### src/rtl/seg_scan_display.sv
// Multiplexed 7-segment scan driver: tear-free frame latch, blink, leading-zero blanking, dead time.
// Optional decimal-point path enabled by defining SEG_DP_EN.
module seg_scan_display #(
    parameter int unsigned NUM_DIGITS     = 4,
    parameter int unsigned SCAN_DIV       = 50000,
    parameter int unsigned DEAD_CYCLES    = 50,
    parameter int unsigned BLINK_DIV      = 125,
    parameter int unsigned SEG_ACTIVE_LOW = 1,
    parameter int unsigned DIG_ACTIVE_LOW = 1
) (
    input  logic                      clk_50mhz,
    input  logic                      rst,
    input  logic [4*NUM_DIGITS-1:0]   digits,
    input  logic [NUM_DIGITS-1:0]     blink_mask,
    input  logic                      lzb_en,
`ifdef SEG_DP_EN
    input  logic [NUM_DIGITS-1:0]     dp_mask,
    output logic                      seg_dp,
`endif
    output logic [6:0]                seg,
    output logic [NUM_DIGITS-1:0]     key0,
    output logic                      frame_start
);

    localparam int unsigned CntW  = $clog2(SCAN_DIV);
    localparam int unsigned IdxW  = (NUM_DIGITS > 1) ? $clog2(NUM_DIGITS) : 1;
    localparam int unsigned FcntW = (BLINK_DIV > 1) ? $clog2(BLINK_DIV) : 1;
    // XOR masks that map active-high internal values onto pin polarity.
    localparam logic [6:0]            SegOff = (SEG_ACTIVE_LOW != 0) ? 7'h7F : 7'h00;
    localparam logic [NUM_DIGITS-1:0] DigOff = (DIG_ACTIVE_LOW != 0) ? {NUM_DIGITS{1'b1}} :
                                                                       {NUM_DIGITS{1'b0}};

    logic [CntW-1:0]         cnt_q;
    logic [IdxW-1:0]         idx_q;
    logic [4*NUM_DIGITS-1:0] frame_q;
    logic [FcntW-1:0]        fcnt_q;
    logic                    blink_q;

    logic                    tick, last_digit, dead, blink_off, blank, all_zero;
    logic [3:0]              nib;
    logic [6:0]              glyph, seg_on;
    logic [NUM_DIGITS-1:0]   onehot, key_on, lead_zero;

    assign tick       = (cnt_q == CntW'(SCAN_DIV - 1));
    assign last_digit = (idx_q == IdxW'(NUM_DIGITS - 1));
    assign dead       = (cnt_q < CntW'(DEAD_CYCLES));
    assign blink_off  = blink_mask[idx_q] && blink_q;
    assign onehot     = NUM_DIGITS'(1) << idx_q;
    assign key_on     = dead ? '0 : onehot;

    always_comb begin
        nib = 4'h0;
        for (int i = 0; i < NUM_DIGITS; i++) begin
            if (idx_q == IdxW'(i)) nib = frame_q[4*i +: 4];
        end
    end

    // lead_zero[i]: nibbles i..top are all zero; digit 0 is never a leading zero.
    always_comb begin
        lead_zero = '0;
        all_zero  = 1'b1;
        for (int i = NUM_DIGITS - 1; i >= 1; i--) begin
            all_zero     = all_zero && (frame_q[4*i +: 4] == 4'h0);
            lead_zero[i] = all_zero;
        end
    end

    always_comb begin
        unique case (nib)
            4'h0: glyph = 7'h3F;
            4'h1: glyph = 7'h06;
            4'h2: glyph = 7'h5B;
            4'h3: glyph = 7'h4F;
            4'h4: glyph = 7'h66;
            4'h5: glyph = 7'h6D;
            4'h6: glyph = 7'h7D;
            4'h7: glyph = 7'h07;
            4'h8: glyph = 7'h7F;
            4'h9: glyph = 7'h6F;
            4'hA: glyph = 7'h77;
            4'hB: glyph = 7'h7C;
            4'hC: glyph = 7'h39;
            4'hD: glyph = 7'h5E;
            4'hE: glyph = 7'h79;
            4'hF: glyph = 7'h71;
            default: glyph = 7'h00;
        endcase
    end

    assign blank  = dead || blink_off || (lzb_en && lead_zero[idx_q]);
    assign seg_on = blank ? 7'h00 : glyph;

`ifdef SEG_DP_EN
    logic [NUM_DIGITS-1:0] dp_frame_q;
    logic                  dp_on;

    assign dp_on = !(dead || blink_off) && dp_frame_q[idx_q];

    always_ff @(posedge clk_50mhz) begin
        if (rst) begin
            dp_frame_q <= '0;
            seg_dp     <= SegOff[0];
        end else begin
            if (tick && last_digit) dp_frame_q <= dp_mask;
            seg_dp <= dp_on ^ SegOff[0];
        end
    end
`endif

    always_ff @(posedge clk_50mhz) begin
        if (rst) begin
            cnt_q       <= '0;
            idx_q       <= '0;
            frame_q     <= '0;
            fcnt_q      <= '0;
            blink_q     <= 1'b0;
            seg         <= SegOff;
            key0        <= DigOff;
            frame_start <= 1'b0;
        end else begin
            cnt_q       <= tick ? '0 : cnt_q + 1'b1;
            frame_start <= tick && last_digit;
            if (tick) begin
                idx_q <= last_digit ? '0 : idx_q + 1'b1;
                if (last_digit) begin
                    frame_q <= digits;
                    if (fcnt_q == FcntW'(BLINK_DIV - 1)) begin
                        fcnt_q  <= '0;
                        blink_q <= ~blink_q;
                    end else begin
                        fcnt_q <= fcnt_q + 1'b1;
                    end
                end
            end
            seg  <= seg_on ^ SegOff;
            key0 <= key_on ^ DigOff;
        end
    end

endmodule

### config.mk
export PLATFORM = sky130hd
export DESIGN_NAME = seg_scan_display
export DESIGN_NICKNAME = d
export VERILOG_FILES = /design/src/rtl/seg_scan_display.sv
export SDC_FILE = /design/constraint.sdc
export NUM_CORES = 1
export LEC_CHECK = 0
export ABC_AREA = 1
export CORE_MARGIN = 5
export CORE_UTILIZATION = 56
export DETAILED_ROUTE_END_ITERATION = 16
export HOLD_SLACK_MARGIN = 0.08
export PLACE_DENSITY = 0.86
export SLEW_MARGIN = 20
export SYNTH_ARGS = -nofsm -noshare
export SYNTH_HDL_FRONTEND = slang
export SYNTH_SLANG_ARGS = --single-unit
### constraint.sdc
create_clock -name clk_50mhz -period 2.4 [get_ports clk_50mhz]
set_input_delay 0.24 -clock clk_50mhz [delete_from_list [all_inputs] [get_ports clk_50mhz]]
set_output_delay 0.24 -clock clk_50mhz [all_outputs]
set_load 0.05 [all_outputs]
==> summary.md, run 1 <==
| Metric | Value |
|---|---|
| Starting Density | `0.575` |
| # IOs | `35` |
| Peak Freq | `around 0.45 GHz` |
| FF+latch count, synth | `54` |
| Yosys cell types | `33` |
| Routed len/inst | `~12 um` |
| Hold depth | `2` |
| Final Routed Wirelength | `just over 6000 um` |
| CTS tree | `done` |
| Worst hold-check path type | `reg -> reg` |
| GRT busiest layer | `met2` |
| Commonest non-fill, non-tap cell in the layout | `nand2_1` |
| Die Span X | `slightly above 80 um` |
| Initial DRC Count | `between 100 and 150` |
| R2r worst-path depth | `12` |
| Setup WS post-layout | `between 0.15 and 0.2 ns` |
| Worst skew pair latency | `~0.30 ns` |
| Adder-Cell Fraction of Synth Area | `0.0554` |
| Post-DP HPWL | `4640 um` |
| Compound-cell area share of the yosys netlist | `0.113` |
| Die Ht | `about 82 um` |
| Setup bufs post-CTS | `0` |
| Flop2flop setup slack | `approximately 0.20 ns` |
| Final Hold Fails | `0` |
| Crit path DAT | `~2.4 ns` |
| Inst Count DP | `just over 500` |
| Mux cell area share after synthesis | `0` |
| Clock root buffer | `clkbuf_8` |
| Outcome | `completed` |
| Critical path class | `reg -> reg` |
| Fillers | `456` |
| Sequential area share after synthesis | `0.368` |
| Skew final | `between 0.007 and 0.008 ns` |
| H-tree lvl count | `2` |
| Max cap viols | `0` |
| Vias/cell | `about 5.1` |
| Gr ovfl total | `0` |
| Final net count | `483` |
| M2 GR Usage | `0.347` |
| Switch share | `0.197` |
| Max_slew headroom | `0.627` |
| Int Pwr | `approximately 0.0013 W` |
| Fin util | `0.671` |
| Antenna violations before repair | `0` |
| Largest family of logic cells by synthesized area | `simple AND/OR/NAND/NOR gates` |
| Initial DRT Pass Iterations | `4` |
| TritonCTS buffer count | `5` |
| RSZ-0062 raised after global routing | `false` |
| Most frequent cells in the layout | `nand2_1, dfxtp_1, nor2_1, inv_1, nand3_1` |
| Clock share of power | `0.385` |
| Port buffer count | `34` |
| Post-Synth Simple-Gate Area | `0.375` |
| Combinational power share | `0.045` |
| Vias | `2624` |
| Clock slew at reported path FFs | `0.09 ns` |
| DIE AREA | `between 6000 and 7000 um^2` |
| Reg power frac | `0.570` |
| Mapped Nets | `~450` |
| R2R Path Start | `idx_q[0]$_SDFFE_PP0N_` |
| Antenna-violating nets left | `0` |
| Tot GR Track Use | `0.198` |
| Yosys warns | `0` |
| Worst Hold Launch | `frame_q[6]$_SDFFE_PP0P_` |
| WHS Endpoint | `frame_q[6]$_SDFFE_PP0P_` |
| R2R Path End | `seg[5]$_SDFF_PP1_` |
| Syn Inst Count | `approximately 410` |
| GR Util met1 | `0.243` |
| Req. time, crit path | `between 2 and 3 ns` |
| Placement Setup Slack | `0.283 ns` |
| Worst setup SP type | `flop` |
| Vias in the first global route | `between 2000 and 2500` |
| XOR/XNOR Fraction of Synth Area | `0.00894` |
| CP max FO | `7` |
| Critical Path End Type | `flop` |
| M3 GR Usage | `0.0401` |
| Resize count post-CTS | `0` |
| P&R area growth vs syn | `16.7%` |
| Fin crit share | `0.917` |
| CTS max path bufs | `2` |
| # hold bufs at CTS | `0` |
| Row count | `26` |
| Final min period | `roughly 2.2 ns` |
| P_leak | `about 1.3 nW` |
| Cell Pwr Density | `approximately 460 nW/um^2` |
| Synthesized area per cell | `7.13 um^2` |
| Slew Limit Fails | `0` |
| Worst VDD drop | `between 0.0003 and 0.0004 V` |
| Pin count of the biggest net entering global routing | `28` |
| Setup violators final | `0` |
| Net Sw Power | `~0.00031 W` |
| Clock sinks | `54` |
| Fin cells | `roughly 520` |
| Least-Margin Pin Slew | `0.560 ns` |
| Setup TNS Final | `0 ns` |
| Core area | `~5100 um^2` |
| Cell area after synthesis | `approximately 2900 um^2` |
| Layout cells sized above 1 | `0.159` |
| N_diodes | `0` |
| First-pass GRT wire length | `between 10000 and 15000 um` |
| Final RePlAce weighted congestion | `about 0.91` |
| DRC | `0` |
area by class of cell:
type | count | area (um^2) | share of cell area
clock buffers | 6 | 82.6 | 0.0241
clock inverters | 1 | 30.0 | 0.00876
inverters | 41 | 159 | 0.0464
multi-input cells | 308 | 1620 | 0.474
flip-flops and latches | 54 | 1080 | 0.315
well taps | 70 | 87.6 | 0.0256
repair buffers | 37 | 363 | 0.106
metrics by stage:
stage	instance area, um^2	hold slack (ns)	total power (W)
global placement	3310	0.447	0.000996
global route	3430	0.500	0.00163
CTS	3430	0.484	0.00160
finish	3430	0.483	0.00158
floorplan	2940	0.376	0.000950
detailed placement	3310	0.468	0.000997
how the worst max path moves through the flow:
stage | start | to | slack (ns) | depth (start not counted)
2_1_floorplan | idx_q[0]$_SDFFE_PP0N_ | seg[3]$_SDFF_PP1_ | 0.35 | 12
3_3_place_gp | idx_q[0]$_SDFFE_PP0N_ | seg[3]$_SDFF_PP1_ | 0.39 | 12
3_5_place_dp | idx_q[0]$_SDFFE_PP0N_ | seg[1]$_SDFF_PP1_ | 0.28 | 13
4_1_cts | idx_q[0]$_SDFFE_PP0N_ | seg[3]$_SDFF_PP1_ | 0.23 | 10
5_1_grt | idx_q[0]$_SDFFE_PP0N_ | seg[5]$_SDFF_PP1_ | 0.01 | 12
6_report | idx_q[0]$_SDFFE_PP0N_ | seg[5]$_SDFF_PP1_ | 0.20 | 12
critical path, stage by stage (launching register included):
cell	delay (ns)
dfxtp_1	0.38
inv_1	0.21
ha_1	0.32
inv_1	0.13
nor2_1	0.10
nor2_1	0.05
a21oi_1	0.22
inv_1	0.11
ha_1	0.22
nand3_1	0.12
o21ai_0	0.12
nand2_1	0.07
nand2_1	0.05
registers in the layout (all words and copies together), names as in the netlist:
| name | cells |
|---|---|
| seg | 7 |
| frame_q | 16 |
| fcnt_q | 7 |
| key0 | 4 |
| idx_q | 2 |
| cnt_q | 16 |
| frame_start | 1 |
| blink_q | 1 |
power groups by stage:
stage               Clock, W  Sequential (W)  Combinational (W)
floorplan                  0        0.000924          0.0000264
global placement           0        0.000925          0.0000712
detailed placement         0        0.000925          0.0000722
CTS                 0.000621        0.000904          0.0000722
global route        0.000652        0.000905          0.0000774
finish              0.000609        0.000904          0.0000714
cell usage after synthesis (all sizes together):
library cell / count / area share
nand2: 137 / 0.20
nand3: 37 / 0.065
dfxtp: 54 / 0.37
nor3: 3 / 0.0051
nand4: 7 / 0.015
o21bai: 1 / 0.0026
a211oi: 1 / 0.0026
ha: 13 / 0.055
nor3b: 1 / 0.0026
xor2: 2 / 0.0060
clkbuf: 3 / 0.0038
or2: 8 / 0.017
nor2: 48 / 0.068
buf: 6 / 0.021
a22oi: 1 / 0.0043
inv: 41 / 0.054
nor4: 1 / 0.0021
o21ai: 3 / 0.0051
nand3b: 1 / 0.0026
xnor2: 1 / 0.0030
a21oi: 43 / 0.099
cell families (layout without fill, tap and decap cells):
logic type	Yosys count	after routing
adders and majority gates	13	13
and+or+nand+nor	243	243
AOI/OAI and AO/OA	49	49
DFF	54	54
buffers and inverters	50	85
xor gates and xnor gates	3	3
layer usage:
layer / routed length, um / vias to the layer above
met5: 0 / -
met4: 114 / 0
met3: 266 / 15
met2: 3010 / 61
met1: 2820 / 1168
li1: - / 1380
Power figures use the tool's default switching activity.
==> inputs of run 2 (changes only) <==
GPL_ROUTABILITY_DRIVEN = 0   (was default)
==> results of run 2 <==
Final layout, timing and power as in run 1 (identical DEF).
